===== src/rtl/multicore_mem_arbiter_pkg.sv =====
`default_nettype none
// ============================================================================
// Module      : mem_arb_pkg
// Description : Shared types for the multicore memory arbiter.
// Revision    : 1.0 - initial release
// ============================================================================
package mem_arb_pkg;

    localparam int DEFAULT_WORD_W = 32;

    typedef enum logic [1:0] {
        RAM_FREE   = 2'd0,
        RAM_BUSY   = 2'd1,
        RAM_ACCESS = 2'd2,
        RAM_ERROR  = 2'd3
    } ramstate_t;

    typedef enum logic [2:0] {
        IDLE   = 3'd0,
        DWRITE = 3'd1,
        SNOOP  = 3'd2,
        DFWD   = 3'd3,
        DREAD  = 3'd4,
        IFETCH = 3'd5
    } arb_state_t;

endpackage
`default_nettype wire


===== src/rtl/multicore_mem_arbiter_rr_arbiter.sv =====
`default_nettype none
// ============================================================================
// Module      : rr_arbiter
// Description : Picks the first requester at or after ptr, modulo N.
// Revision    : 1.0 - initial release
// ============================================================================
module rr_arbiter
    import mem_arb_pkg::*;
#(
    parameter int N  = 4,
    parameter int IW = $clog2(N)
) (
    input  logic [N-1:0]  req,
    input  logic [IW-1:0] ptr,
    output logic [IW-1:0] gnt_idx,
    output logic          any
);

    logic [IW-1:0] idx;

    // Scan from the far end back toward ptr so the final hit is the nearest requester.
    always_comb begin
        gnt_idx = '0;
        any     = 1'b0;
        idx     = '0;
        for (int j = N - 1; j >= 0; j--) begin
            idx = IW'((int'(ptr) + j) % N);
            if (req[idx]) begin
                gnt_idx = idx;
                any     = 1'b1;
            end
        end
    end

endmodule
`default_nettype wire


===== src/rtl/multicore_mem_arbiter.sv =====
`default_nettype none
// ============================================================================
// Module      : multicore_mem_arbiter
// Description : Round-robin RAM arbiter with snoop forwarding and LL/SC tracking.
// Revision    : 1.0 - initial release
// ============================================================================
module multicore_mem_arbiter
    import mem_arb_pkg::*;
#(
    parameter int CPUS   = 4,
    parameter int WORD_W = DEFAULT_WORD_W
) (
    input  logic                     CLK,
    input  logic                     RST,
    input  logic [CPUS-1:0]          iREN,
    input  logic [CPUS*WORD_W-1:0]   iaddr,
    input  logic [CPUS-1:0]          dREN,
    input  logic [CPUS-1:0]          dWEN,
    input  logic [CPUS*WORD_W-1:0]   daddr,
    input  logic [CPUS*WORD_W-1:0]   dstore,
    input  logic [CPUS-1:0]          cctrans,
    input  logic [CPUS-1:0]          ccwrite,
    output logic [CPUS-1:0]          iwait,
    output logic [CPUS-1:0]          dwait,
    output logic [CPUS*WORD_W-1:0]   iload,
    output logic [CPUS*WORD_W-1:0]   dload,
    output logic [CPUS-1:0]          ccwait,
    output logic [CPUS-1:0]          ccinv,
    output logic [WORD_W-1:0]        ccsnoopaddr,
    input  logic [CPUS-1:0]          llsc_set,
    output logic [CPUS-1:0]          llsc_valid,
    output logic                     ramREN,
    output logic                     ramWEN,
    output logic [WORD_W-1:0]        ramaddr,
    output logic [WORD_W-1:0]        ramstore,
    input  logic [WORD_W-1:0]        ramload,
    input  logic [1:0]               ramstate
);

    localparam int IW = $clog2(CPUS);

    arb_state_t        state, next_state;
    logic [IW-1:0]     sel, next_sel, owner, next_owner;
    logic [IW-1:0]     dptr, next_dptr, iptr, next_iptr;
    logic [WORD_W-1:0] iaddr_a  [CPUS];
    logic [WORD_W-1:0] daddr_a  [CPUS];
    logic [WORD_W-1:0] dstore_a [CPUS];
    logic [WORD_W-1:0] iload_a  [CPUS];
    logic [WORD_W-1:0] dload_a  [CPUS];
    logic [WORD_W-1:0] res_addr [CPUS];
    logic [CPUS-1:0]   res_valid;
    logic              wr_any, rd_any, fe_any;
    logic [IW-1:0]     wr_idx, rd_idx, fe_idx;
    logic              snoop_hit;
    logic [IW-1:0]     snoop_owner;
    logic              wr_done;
    logic [IW-1:0]     wr_core;
    logic [WORD_W-1:0] wr_addr;
    logic              ram_access;

    generate
        for (genvar k = 0; k < CPUS; k++) begin : g_lane
            assign iaddr_a[k]  = iaddr[k*WORD_W +: WORD_W];
            assign daddr_a[k]  = daddr[k*WORD_W +: WORD_W];
            assign dstore_a[k] = dstore[k*WORD_W +: WORD_W];
            assign iload[k*WORD_W +: WORD_W] = iload_a[k];
            assign dload[k*WORD_W +: WORD_W] = dload_a[k];
        end
    endgenerate

    rr_arbiter #(.N(CPUS), .IW(IW)) u_wr_arb (.req(dWEN), .ptr(dptr), .gnt_idx(wr_idx), .any(wr_any));
    rr_arbiter #(.N(CPUS), .IW(IW)) u_rd_arb (.req(dREN), .ptr(dptr), .gnt_idx(rd_idx), .any(rd_any));
    rr_arbiter #(.N(CPUS), .IW(IW)) u_fe_arb (.req(iREN), .ptr(iptr), .gnt_idx(fe_idx), .any(fe_any));

    function automatic logic [IW-1:0] rr_next(input logic [IW-1:0] idx);
        return (int'(idx) == CPUS - 1) ? '0 : idx + IW'(1);
    endfunction

    assign ram_access = (ramstate == RAM_ACCESS);

    // Lowest-numbered other core holding the line Modified becomes the forwarder.
    always_comb begin
        snoop_hit   = 1'b0;
        snoop_owner = '0;
        for (int k = CPUS - 1; k >= 0; k--) begin
            if (ccwrite[k] && (IW'(k) != sel)) begin
                snoop_hit   = 1'b1;
                snoop_owner = IW'(k);
            end
        end
    end

    always_comb begin
        next_state  = state;
        next_sel    = sel;
        next_owner  = owner;
        next_dptr   = dptr;
        next_iptr   = iptr;
        iwait       = '1;
        dwait       = '1;
        ccwait      = '0;
        ccinv       = '0;
        ccsnoopaddr = '0;
        ramREN      = 1'b0;
        ramWEN      = 1'b0;
        ramaddr     = '0;
        ramstore    = '0;
        wr_done     = 1'b0;
        wr_core     = sel;
        wr_addr     = '0;
        for (int k = 0; k < CPUS; k++) begin
            iload_a[k] = '0;
            dload_a[k] = '0;
        end
        unique case (state)
            IDLE: begin
                if (wr_any) begin
                    next_state = DWRITE;
                    next_sel   = wr_idx;
                end else if (rd_any) begin
                    next_state = SNOOP;
                    next_sel   = rd_idx;
                end else if (fe_any) begin
                    next_state = IFETCH;
                    next_sel   = fe_idx;
                end
            end
            DWRITE: begin
                ramWEN   = 1'b1;
                ramaddr  = daddr_a[sel];
                ramstore = dstore_a[sel];
                if (ram_access) begin
                    dwait[sel] = 1'b0;
                    next_state = IDLE;
                    next_dptr  = rr_next(sel);
                    wr_done    = 1'b1;
                    wr_core    = sel;
                    wr_addr    = daddr_a[sel];
                end
            end
            SNOOP: begin
                ccsnoopaddr = daddr_a[sel];
                for (int k = 0; k < CPUS; k++) begin
                    if (IW'(k) != sel) begin
                        ccwait[k] = 1'b1;
                        ccinv[k]  = cctrans[sel];
                    end
                end
                next_owner = snoop_owner;
                next_state = snoop_hit ? DFWD : DREAD;
            end
            DFWD: begin
                for (int k = 0; k < CPUS; k++) begin
                    if (IW'(k) != sel) ccwait[k] = 1'b1;
                end
                dload_a[sel] = dstore_a[owner];
                ramWEN       = 1'b1;
                ramaddr      = daddr_a[owner];
                ramstore     = dstore_a[owner];
                if (ram_access) begin
                    dwait[sel]   = 1'b0;
                    dwait[owner] = 1'b0;
                    next_state   = IDLE;
                    wr_done      = 1'b1;
                    wr_core      = owner;
                    wr_addr      = daddr_a[owner];
                end
            end
            DREAD: begin
                ramREN       = 1'b1;
                ramaddr      = daddr_a[sel];
                dload_a[sel] = ramload;
                if (ram_access) begin
                    dwait[sel] = 1'b0;
                    next_state = IDLE;
                    next_dptr  = rr_next(sel);
                end
            end
            IFETCH: begin
                ramREN       = 1'b1;
                ramaddr      = iaddr_a[sel];
                iload_a[sel] = ramload;
                if (ram_access) begin
                    iwait[sel] = 1'b0;
                    next_state = IDLE;
                    next_iptr  = rr_next(sel);
                end
            end
            default: next_state = IDLE;
        endcase
    end

    always_ff @(posedge CLK) begin
        if (RST) begin
            state <= IDLE;
            sel   <= '0;
            owner <= '0;
            dptr  <= '0;
            iptr  <= '0;
        end else begin
            state <= next_state;
            sel   <= next_sel;
            owner <= next_owner;
            dptr  <= next_dptr;
            iptr  <= next_iptr;
        end
    end

    // A fresh LL outranks a same-cycle kill; the writer keeps its own reservation.
    always_ff @(posedge CLK) begin
        if (RST) begin
            res_valid <= '0;
            for (int k = 0; k < CPUS; k++) res_addr[k] <= '0;
        end else begin
            for (int k = 0; k < CPUS; k++) begin
                if (llsc_set[k]) begin
                    res_valid[k] <= 1'b1;
                    res_addr[k]  <= daddr_a[k];
                end else if ((wr_done && (IW'(k) != wr_core) && (res_addr[k] == wr_addr)) ||
                             (ccinv[k] && (res_addr[k] == ccsnoopaddr))) begin
                    res_valid[k] <= 1'b0;
                end
            end
        end
    end

    assign llsc_valid = res_valid;

endmodule
`default_nettype wire


===== config.mk =====
export PLATFORM = sky130hd
export DESIGN_NAME = multicore_mem_arbiter
export DESIGN_NICKNAME = d
export VERILOG_FILES = /design/src/rtl/multicore_mem_arbiter_pkg.sv /design/src/rtl/multicore_mem_arbiter_rr_arbiter.sv /design/src/rtl/multicore_mem_arbiter.sv
export SDC_FILE = /design/constraint.sdc
export NUM_CORES = 1
export LEC_CHECK = 0
export ABC_AREA = 1
export CORE_AREA = 2 2 318 320
export DETAILED_ROUTE_END_ITERATION = 10
export DIE_AREA = 0 0 320 322
export PLACE_DENSITY_LB_ADDON = 0.08
export SLEW_MARGIN = 20
export SYNTH_ARGS = -nofsm -noshare
export SYNTH_HDL_FRONTEND = slang
export SYNTH_SLANG_ARGS = --single-unit

===== constraint.sdc =====
create_clock -name CLK -period 6.3 [get_ports CLK]
set_input_delay 0.945 -clock CLK [delete_from_list [all_inputs] [get_ports CLK]]
set_output_delay 0.945 -clock CLK [all_outputs]
set_load 0.03 [all_outputs]

# --- Word level (Yosys, flattened, before mapping) ---
# Memory sizes are Yosys's and may differ from the RTL's.
# Cells that the tools add are included.
word_totals:
  elab_cells: 249
  latch_bits: 0
  mem_bits_rw: 128
  output_inout_bits: 374
  romBits: 0
  register_bits: 15
  n_memories: 1
  input_bits: 444
op_classes:
  magnitude_cmp: 15
  div: 0
  shift: 0
  addsub: 7
  n_eq_ne: 23
  mux: 143
  mul: 0
  bitwise: 11
  reduce_logical: 40
mem_list:
  columns: ["name", "depth", "word_bits", "read_ports", "rd_ports_with_merged_regs", "wr", "line", "rtl"]
  rows:
  - ["res_addr", 4, 32, 4, 0, 4, "multicore_mem_arbiter.sv:50", "logic [WORD_W-1:0] res_addr [CPUS];"]
ops:
  columns: ["operator", "n"]
  rows:
  - ["$mux W32", 18]
  - ["$bmux W32 S2", 5]
  - ["$and A128 B128 Y128", 2]
  - ["$eq A32 B32 Y1", 8]
  - ["$pmux W128 S2", 1]
  - ["$mux W128", 1]
  - ["$pmux W32 S2", 2]
  - ["$pmux W32 S3", 1]
  - ["$mux W1", 65]
  - ["$demux W32 S2", 1]
  - ["$mux W2", 22]
  - ["$lt A2 B3 Y1 const B", 10]
  - ["$bmux W1 S2", 13]
  - ["$mux W4", 5]
  - ["$logic_and A1 B1 Y1", 19]
  - ["$mux W3", 5]
  - ["$reduce_bool A2 Y1", 6]
  - ["$pmux W3 S3", 1]
  - ["$add A2 B2 Y2 const B", 4]
  - ["$ne A2 B2 Y1 const A", 4]
  - ["$not A4 Y4", 2]
  - ["$pmux W4 S2", 1]
  - ["$reduce_and A2 Y1", 4]
  - ["$reduce_or A2 Y1", 4]
  - ["20 further kinds", 35]

# --- Depth between registers and ports, before layout ---
logic_depth:
  ltp_word: 11
  ltp_mapped: 19

# --- Cells and area by module ---
# A second synthesis with hierarchy kept.
hier_totals:
  hier_cells: 3537
  hier_area_um2: 18611.6
by_module_without_submodules:
  columns: ["module", "area_each_um2", "cells_each", "seq_area_each_um2", "instances"]
  rows:
  - ["multicore_mem_arbiter", 17966.0, 3405, 4144.0, 1]
  - ["rr_arbiter", 215.2, 44, 0.0, 3]

# --- Worst setup path after synthesis ---
# No wires, ideal clock.
synth_timing:
  path_kind: "register to output"
  start: "reg sel[0]"
  end: "out iload[66]"
  slack_ns: 2.874
  stages_incl_launch_ff: 12
  path_buffers: 5
  required_ns: 5.355
  arrival_ns: 2.481
  cell_sequence: "dfxtp_1 > buf_2 > inv_2 > buf_2 > clkbuf_1 > clkbuf_1 > ha_1 > inv_1 > nor2_1 > inv_1 > clkbuf_1 > nor2_1"
synth_via:
  elab_chain_len: 7
  elab_cells_between_ends: 8
  classes_between: "order compare: 2; mux: 3; bitwise: 2; reduce/logical: 1"
synth_rtl:
  columns: ["element", "line", "rtl"]
  rows:
  - ["start: declaration", "multicore_mem_arbiter.sv:43", "logic [IW-1:0] sel, next_sel, owner, next_owner;"]
  - ["start signal: assignment", "multicore_mem_arbiter.sv:202", "sel <= next_sel;"]
  - ["$not A2 Y3 (implied by the code) *", "multicore_mem_arbiter.sv:182", "iload_a[sel] = ramload;"]
  - ["$ge A3 B3 Y1 (implied by the code) or $lt A3 B1 Y1 (tied branches)", "multicore_mem_arbiter.sv:182", null]
  - ["$logic_and A1 B1 Y1 (implied by the code)", "multicore_mem_arbiter.sv:182", null]
  - ["$mux W32 (implied by the code)", "multicore_mem_arbiter.sv:182", null]
  - ["$demux W32 S2 *", "multicore_mem_arbiter.sv:182", null]
  - ["$and A128 B128 Y128 (no source line) *", null, null]
  - ["$mux W128 *", "multicore_mem_arbiter.sv:115", "unique case (state)"]
  - ["end: declaration", "multicore_mem_arbiter.sv:25", "output logic [CPUS*WORD_W-1:0] iload,"]
# Mark *: on every way between the ends. The rest lies on a longest branch, timed or not.

# --- Final worst setup path ---
layout_timing:
  start: "reg sel[1]"
  end: "out iload[101]"
# Same word-level chain as after synthesis.

==> results.json <==
{
  "status": "finished clean",
  "clk_pin_slew_worst_paths_ps": 70,
  "synth.avg_cell_area_um2": 5.26,
  "cts_tree": "done",
  "yosys.area.top_type": "nand2_1",
  "setup_ws_ps": 1330,
  "post-place-ws_ps": 1900,
  "r2r_cells": 15,
  "maxCapViolCount": 0,
  "drive_gt1_share_pct": 3.68,
  "finClkSkew_ps": 10.7,
  "gp_congestion": 0.999,
  "p_switching_mw": 4.12,
  "ys_warn_count": 0,
  "grt_max_degree": 86,
  "post-dp-hpwl_mm": 135,
  "vdd_ir_drop_max_v": 0.000164,
  "wire_per_inst_um": 29.7,
  "cts-root-buf": "clkbuf_16",
  "crit_top_cell": "nor2_1",
  "rows": 116,
  "cts_resized": 0,
  "die_w_um": 320,
  "setup_viol": 0,
  "antenna_found_initial": 22,
  "cp_slowest_cell": "clkdlybuf4s50_1",
  "synth_top_area_share_pct": 24.5,
  "cp-end-kind": "output port",
  "power_leakage_nw": 12.7,
  "clock_latency_ps": 500,
  "ys.flop_type": "edfxtp_1",
  "synthCells": 3509,
  "initial_core_util_pct": 18.6,
  "pin_count": 818,
  "ys_seq_elements": 143,
  "pwr-share-comb_pct": 67.9,
  "cts_hold_repair.buffers": 0,
  "post_cts_buffers": 0,
  "p_seq_share_pct": 18.1,
  "path_cells": "ha_1 -> inv_1 -> nor2_1 -> inv_2 -> nor2_1 -> clkdlybuf4s50_1",
  "cts_buffer_depth": 2,
  "grt_pass1_wl_mm": 217,
  "startpoint_type": "register",
  "synth_fp_nets": 3957,
  "max-slew-margin-rel_pct": 25.2,
  "grt_overflow": 0,
  "drc": 0,
  "tns_ps": 0,
  "total_power_mw": 7.27,
  "ant_nets": 0,
  "hold_viol": 0,
  "synth_area_leaders": "nand2_1, edfxtp_1, nor2_1, inv_1, nand3_1",
  "power_density_mw_per_mm2": 254,
  "cts_buffers": 17,
  "fp.dieArea_mm2": 0.103,
  "nNetsFinal": 4679,
  "cpPeakStageDelay_ps": 830,
  "max_freq_mhz": 201,
  "clkSinkCount": 143,
  "h-tree-depth": 4,
  "viasPerCell": 4.84,
  "drv_slew": 0,
  "finalCritPeriodShare_pct": 78.9,
  "first_iter_violations": 2961,
  "core_mm2": 0.0996,
  "synth.cell_area_mm2": 0.0185,
  "cp_max_fo": 40,
  "wl_mm": 165,
  "p_int_mw": 3.15,
  "crit_required_ps": 5350,
  "grt_pass1_vias": 25000,
  "path_class": "register to output port",
  "num_vias": 26900,
  "area_growth_pct": 55.2,
  "gr-usage-all-layers_pct": 30.8,
  "seq_area_frac_synth_pct": 22.4,
  "dr.pass1.iters": 8,
  "critPathArrivalTime_ps": 4020,
  "synth-edff-count": 128,
  "worst_pin_slew_ps": 1120,
  "fin_crit_ps": 4970,
  "hold_path_class": "register to register",
  "rsz0062_at_grt": "false",
  "portBuffers": 817,
  "holdPathStages": 2,
  "clkPwrFrac_pct": 14.0,
  "synth-async-reset-ratio_pct": 0,
  "die_h_um": 322,
  "ys_types": 38,
  "sw_frac_of_total_pct": 56.7
}
==> cells in the mapped netlist, types with 3 or more instances <==
master	number
nand2_1	1208
nor2_1	693
inv_1	426
nand3_1	288
o21ai_0	221
edfxtp_1	128
a21oi_1	125
clkbuf_1	123
nand4_1	44
o211ai_1	34
a31o_2	33
a221oi_1	32
o22ai_1	31
buf_2	28
dfxtp_1	15
buf_1	11
inv_2	11
xor2_1	8
o21ai_1	7
nand3b_1	6
a31oi_1	5
or2_2	5
ha_1	4
buf_4	3
==> final cells by class <==
| cell class | count | area [µm²] |
|---|---|---|
| multi-input cells | 2761 | 12100 |
| well taps | 1298 | 1620 |
| inverters | 439 | 1650 |
| repair buffers | 869 | 8610 |
| fillers | 11400 | 70900 |
| diodes | 13 | 32.5 |
| clock buffers | 19 | 433 |
| flip-flops and latches | 143 | 4150 |
| clock inverters | 12 | 96.3 |
==> stage by stage <==
| step | util, % | cell area (µm²) | hold WS, ps | std cells |
|---|---|---|---|---|
| 4_1_cts | 28.8 | 28600 | 572 | 5541 |
| 5_1_grt | 28.8 | 28700 | 621 | 5549 |
| 2_1_floorplan | - | 18500 | 482 | 3509 |
| 3_3_place_gp | 28.2 | 28100 | 564 | 5510 |
| 6_report | 28.8 | 28700 | 586 | 5554 |
| 3_5_place_dp | 28.2 | 28100 | 560 | 5510 |
==> per-layer routing <==
layer | GRT usage [%] | routed length, µm | part of all wire [%]
met5 | 0 | 63 | 0.038
met1 | 40.2 | 71400 | 43
met2 | 50.3 | 75500 | 46
met3 | 5.80 | 11800 | 7.1
met4 | 11.0 | 6050 | 3.7
==> placed cells by master (no fill, tap or decap), drive strengths merged, types with 8 or more instances in the layout <==
master         netlist  routed
nand2             1209    1209
clkdlybuf4s50        0     813
nor2               697     697
inv                437     436
nand3              290     290
o21ai              228     228
edfxtp             128     128
a21oi              125     125
buf                 43      56
nand4               44      44
o211ai              34      34
a31o                33      33
a221oi              32      32
o22ai               31      31
clkbuf             123      19
dfxtp               15      15
diode                0      13
clkinv               2      11
xor2                 8       8
==> cell families (layout without fill, tap and decap cells) <==
kind of cell	count (synthesis)	count (layout)	synth area share, %
compound gates	493	493	15.5
xor+xnor	8	8	0.379
fa+ha+maj	4	4	0.271
buf+inv	605	1339	12.6
flops	143	143	22.4
other cells	0	13	0
simple gates	2256	2256	48.8
==> critical path, delay by kind of cell, from the launching register on <==
family	cells	cell delay [ps]
AND/OR/NAND/NOR	2	890
adder cells (fa/ha/maj)	1	420
flip-flops	1	760
buffers and inverters	3	1370
==> registers in the layout, indices dropped and copies added, names as in the netlist <==
signal and count:
res_addr 128, llsc_valid 4, state 3, dptr 2, iptr 2, owner 2
sel 2
==> power groups by stage <==
stage,clock (mW),combinational (mW),sequential (mW)
floorplan,0,2.57,1.20
global placement,0,4.94,1.33
detailed placement,0,4.92,1.33
CTS,1.03,4.94,1.31
global route,1.06,5.24,1.32
finish,1.02,4.94,1.32
==> worst paths after layout <==
kind                         startpoint                          to  slack, ps
setup reg to reg  state[1]$_SDFFE_PP0P_  llsc_valid[0]$_SDFFE_PP0P_       2740
hold / removal     iptr[1]$_SDFFE_PP0P_        iptr[1]$_SDFFE_PP0P_        590
setup / recovery    sel[1]$_SDFFE_PP0P_                  iload[101]       1330
hold reg to reg    iptr[1]$_SDFFE_PP0P_        iptr[1]$_SDFFE_PP0P_        590
Power figures use the tool's default switching activity.
